### src/rtl/aes_pkg.sv
// aes_pkg: shared constants and types for the AES round sequencer.
package aes_pkg;

  localparam int AES_BLOCK_W = 128;

  localparam int NR_AES128 = 10;
  localparam int NR_AES192 = 12;
  localparam int NR_AES256 = 14;

  // Round index width: covers round 0..14.
  localparam int RK_IDX_W = 4;

  typedef enum logic [1:0] {
    IDLE = 2'd0,
    RUN  = 2'd1,
    DONE = 2'd2
  } seq_state_e;

endpackage

### src/rtl/aes_round_seq.sv
// aes_round_seq: iterative AES round sequencer.
// Loads one block with the round-0 AddRoundKey, steps an external single-round
// datapath NR times (MixColumns bypassed on the last round), then holds the
// result on a valid/ready output. A DONE-state handshake may load the next
// block in the same cycle so blocks stream at one per NR+1 cycles.
// Optional build macro: AES_SEQ_ABORT_EN adds an abort input that drops the
// block in flight and scrubs the state register.
module aes_round_seq
  import aes_pkg::*;
#(
  parameter int NR      = NR_AES128,
  parameter bit ENC_DEC = 1'b0
) (
  input  logic                   clk,
  input  logic                   reset_n,
  input  logic                   in_valid,
  output logic                   in_ready,
  input  logic [AES_BLOCK_W-1:0] in_data,
  output logic                   out_valid,
  input  logic                   out_ready,
  output logic [AES_BLOCK_W-1:0] out_data,
  output logic [RK_IDX_W-1:0]    rk_idx,
  input  logic [AES_BLOCK_W-1:0] rk_data,
  output logic [AES_BLOCK_W-1:0] dp_state,
  output logic                   dp_final,
  output logic                   dp_dec,
  input  logic [AES_BLOCK_W-1:0] dp_result,
`ifdef AES_SEQ_ABORT_EN
  input  logic                   abort,
`endif
  output logic                   busy
);

  localparam logic [RK_IDX_W-1:0] LAST_RND = RK_IDX_W'(NR);

  seq_state_e             fsm_q, fsm_d;
  logic [RK_IDX_W-1:0]    round_q, round_d;
  logic [AES_BLOCK_W-1:0] state_reg_q, state_reg_d;
  logic                   in_ready_c;
  logic                   abort_c;

`ifdef AES_SEQ_ABORT_EN
  assign abort_c = abort;
`else
  assign abort_c = 1'b0;
`endif

  // Next-state, round counter, state register and handshake outputs.
  always_comb begin
    fsm_d       = fsm_q;
    round_d     = round_q;
    state_reg_d = state_reg_q;
    in_ready_c  = 1'b0;
    out_valid   = 1'b0;
    rk_idx      = '0;
    dp_final    = 1'b0;
    busy        = 1'b0;
    unique case (fsm_q)
      IDLE: begin
        in_ready_c = 1'b1;
        if (in_valid) begin
          state_reg_d = in_data ^ rk_data;
          round_d     = RK_IDX_W'(1);
          fsm_d       = RUN;
        end
      end
      RUN: begin
        busy        = 1'b1;
        rk_idx      = round_q;
        dp_final    = (round_q == LAST_RND);
        state_reg_d = dp_result;
        if (round_q == LAST_RND) fsm_d = DONE;
        else                     round_d = round_q + 1'b1;
      end
      DONE: begin
        busy       = 1'b1;
        out_valid  = 1'b1;
        // rk_idx stays 0 here so a back-to-back load sees the round-0 key.
        in_ready_c = out_ready;
        if (out_ready) begin
          if (in_valid) begin
            state_reg_d = in_data ^ rk_data;
            round_d     = RK_IDX_W'(1);
            fsm_d       = RUN;
          end else begin
            round_d = '0;
            fsm_d   = IDLE;
          end
        end
      end
      default: begin
        round_d = '0;
        fsm_d   = IDLE;
      end
    endcase
    // Abort wins over completion and over a same-cycle load; key-derived
    // state is scrubbed so nothing lingers in the register.
    if (abort_c && (fsm_q != IDLE)) begin
      fsm_d       = IDLE;
      round_d     = '0;
      state_reg_d = '0;
      in_ready_c  = 1'b0;
    end
  end

  // FSM, round counter and state register flops.
  always_ff @(posedge clk or negedge reset_n) begin
    if (!reset_n) begin
      fsm_q       <= IDLE;
      round_q     <= '0;
      state_reg_q <= '0;
    end else begin
      fsm_q       <= fsm_d;
      round_q     <= round_d;
      state_reg_q <= state_reg_d;
    end
  end

  assign in_ready = in_ready_c & reset_n;
  assign out_data = state_reg_q;
  assign dp_state = state_reg_q;
  assign dp_dec   = ENC_DEC;

endmodule
### config.mk
export PLATFORM = sky130hd
export DESIGN_NAME = aes_round_seq
export DESIGN_NICKNAME = d
export VERILOG_FILES = /design/src/rtl/aes_pkg.sv /design/src/rtl/aes_round_seq.sv
export SDC_FILE = /design/constraint.sdc
export NUM_CORES = 1
export LEC_CHECK = 0
export ABC_AREA = 1
export ABC_CLOCK_PERIOD_IN_PS = 2530
export BUFFER_PORTS_ARGS = -buffer_cell sky130_fd_sc_hd__clkbuf_2
export CAP_MARGIN = 25
export CORE_AREA = 2 2 252 254
export DETAILED_ROUTE_END_ITERATION = 7
export DIE_AREA = 0 0 254 256
export PLACE_DENSITY = 0.45
export SKIP_CTS_REPAIR_TIMING = 1
export SLEW_MARGIN = 20
export SYNTH_ARGS = -nofsm -noshare
export SYNTH_HDL_FRONTEND = slang
export SYNTH_SLANG_ARGS = --single-unit
### constraint.sdc
create_clock -name clk -period 2.53 [get_ports clk]
set_input_delay 0.253 -clock clk [delete_from_list [all_inputs] [get_ports clk]]
set_output_delay 0.253 -clock clk [all_outputs]
set_load 0.02 [all_outputs]
==> run metrics <==
Final WS setup=0.361 ns; Final Hold Fails=0; Worst Path Arrival=1.92 ns; clk sinks=134; Leak=7.54 nW; ANT nets after route=0; Max Slew Vio Count=0; Final TNS setup=0 ns; Pre-antenna DRT Iters=5; Clock Power Share=16.8%; reg2reg path depth=9; critical path class=reg2out; Max IR drop VDD=0.478 mV; crit path launch type=flop; Placed Area=0.0123 sq mm; final net count=2309; post-layout min period=2.17 ns; placed insts=2739; Synth cell types=21; initial core utilization=14.5%; worst path required time=2.28 ns; worst slew pin tran=0.789 ns; sequential-to-total area share from yosys stat=37.2%; Pwr Total=16.5 mW; capture point of the worst reg-to-reg path=dp_state[10]; CP Capture Type=output port; final setup vio count=0; row cnt=92; Finished Cell Area=0.0130 sq mm; vias in the first global route=9394; chip height=256 um; Slew headroom=47.4%; drc violations=0; Max Freq=461 MHz; max cap viols=0; Hold Path Depth=5; hold_sp=dp_result[61]; worst-path fanout max=14; Synth Register Bits=134; final wirelength=36900 um; CTS Buf Count=17; Pwr Density=1270 mW/mm^2; status=finished clean; port bufs=651; largest net degree at the start of global routing=129; initial antenna violation count=2; skew final=0.00573 ns; Die ar.=0.0650 sq mm; 1st-iter DRT viols=435; Internal=7.97 mW; vias post-DR=10000; Flop pwr share=27.0%; Tot GR Track Use=11.1%; P&R area growth vs syn=43.7%; Avg Cell Area, Syn=6.39 sq um; clock latency on the worst-skew pair=0.46 ns; Avg WL per Cell=13.3 um; CTS H-tree lvls=4; switching part of the total=51.7%; Tcrit/Tclk final=85.7%; Worst R2R Start=fsm_q[0]; pre-CTS setup slack=0.551 ns; gpl congestion=0.826; global-route wire length before repair=54600 um; core area=0.0624 sq mm; RSZ-0062 raised after global routing=false; via-per-instance ratio=3.62; Worst-path clk slew=0.06 ns; HP Class=in2reg; GRT overflow=0; dpl hpwl=29500 um; Ys Warns=0; Mapped Area=0.00902 sq mm; CTS tree=yes; Mapped Cells=1410; Die Wd=254 um; Finished Layout Cells=2773; Clock Tree Root=clkbuf_16; worst reg2reg setup slack=0.48 ns; clock buffer depth=2; Hold Path End=dp_state[61]; Post-Syn Nets=1806; Comb power frac=56.1%; NetSw=8.52 mW; layout cells sized above 1=36.6%; Top Ports=653
[cells in the mapped netlist]
cell / number / area share (%)
buf_6: 2 / 0.25
nand2_1: 790 / 33
dfrtp_1: 134 / 37
ha_1: 8 / 1.1
o21ai_1: 133 / 7.4
o21bai_1: 1 / 0.083
clkinv_1: 1 / 0.042
clkbuf_1: 1 / 0.042
buf_2: 36 / 2.0
inv_1: 12 / 0.50
a21boi_1: 1 / 0.083
nor2_2: 1 / 0.069
inv_2: 4 / 0.17
nor2_1: 130 / 5.4
conb_1: 1 / 0.042
nand3_1: 3 / 0.17
a21oi_1: 2 / 0.11
a31oi_1: 1 / 0.069
xnor2_1: 1 / 0.097
buf_4: 146 / 12
nand4_1: 2 / 0.14
[logic make-up (layout without fill, tap and decap cells)]
logic type	count (synthesis)	after routing	share of synthesized area, %
AO/OA/AOI/OAI	138	138	7.73
XOR/XNOR	1	1	0.0972
adder cells (fa/ha/maj)	8	8	1.11
buffers and inverters	202	718	15.2
flip-flops	134	134	37.2
other	1	2	0.0416
AND/OR/NAND/NOR	926	926	38.7
[per-stage QoR]
stage	hold WS, ns	util, %
finish	0.0974	20.8
global placement	0.290	19.7
global route	0.0732	20.8
CTS	-0.206	20.7
detailed placement	0.326	19.7
floorplan	-0.0426	-
[state kept, by name, indices dropped and copies added (netlist names)]
name	count
dp_state	128
round_q	4
fsm_q	2
[power by group through the flow]
stage	Combinational, mW	Clock [mW]	Sequential [mW]
finish	9.26	2.77	4.46
global route	10.2	2.99	4.60
CTS	9.46	2.90	4.51
detailed placement	9.45	0	4.52
global placement	9.44	0	4.53
floorplan	6.03	0	5.27
[area by class of cell]
type                            instances  area (sq um)
Antenna cell                            1          2.50
Clock buffer                           24           502
Clock inverter                          8           143
Fill cell                            7292         49400
Inverter                               17          68.8
Multi-Input combinational cell       1074          4310
Sequential cell                       134          3350
Tap cell                              846          1060
Timing Repair Buffer                  669          3510
[cell usage in the layout (no fill, tap or decap), drive strengths merged, types with 4 or more instances in the layout]
cell,count
nand2,790
clkbuf,674
dfrtp,134
o21ai,133
nor2,131
buf,18
inv,16
ha,8
bufinv,4
clkinv,4
[routing by layer]
metal | wire length, um | track usage (%)
met1 | 15800 | 13.3
met2 | 18600 | 19.4
met3 | 1850 | 2.21
met4 | 555 | 3.84
met5 | 0 | 0
[worst max-delay path by stage]
| stage | depth (start not counted) | end | start |
|---|---|---|---|
| 2_1_floorplan | 10 | dp_state[100] | fsm_q[0] |
| 3_3_place_gp | 9 | dp_state[32] | fsm_q[0] |
| 3_5_place_dp | 9 | dp_state[20] | fsm_q[0] |
| 4_1_cts | 5 | dp_final | fsm_q[1] |
| 5_1_grt | 5 | dp_final | fsm_q[1] |
| 6_report | 5 | dp_final | fsm_q[1] |
[worst max-delay path, cell delays in order, from the launching register on]
cell	delay, ns
dfrtp_1	0.43
inv_1	0.18
ha_4	0.34
nand4_1	0.21
inv_2	0.10
clkbuf_2	0.18
Power figures use the tool's default switching activity.
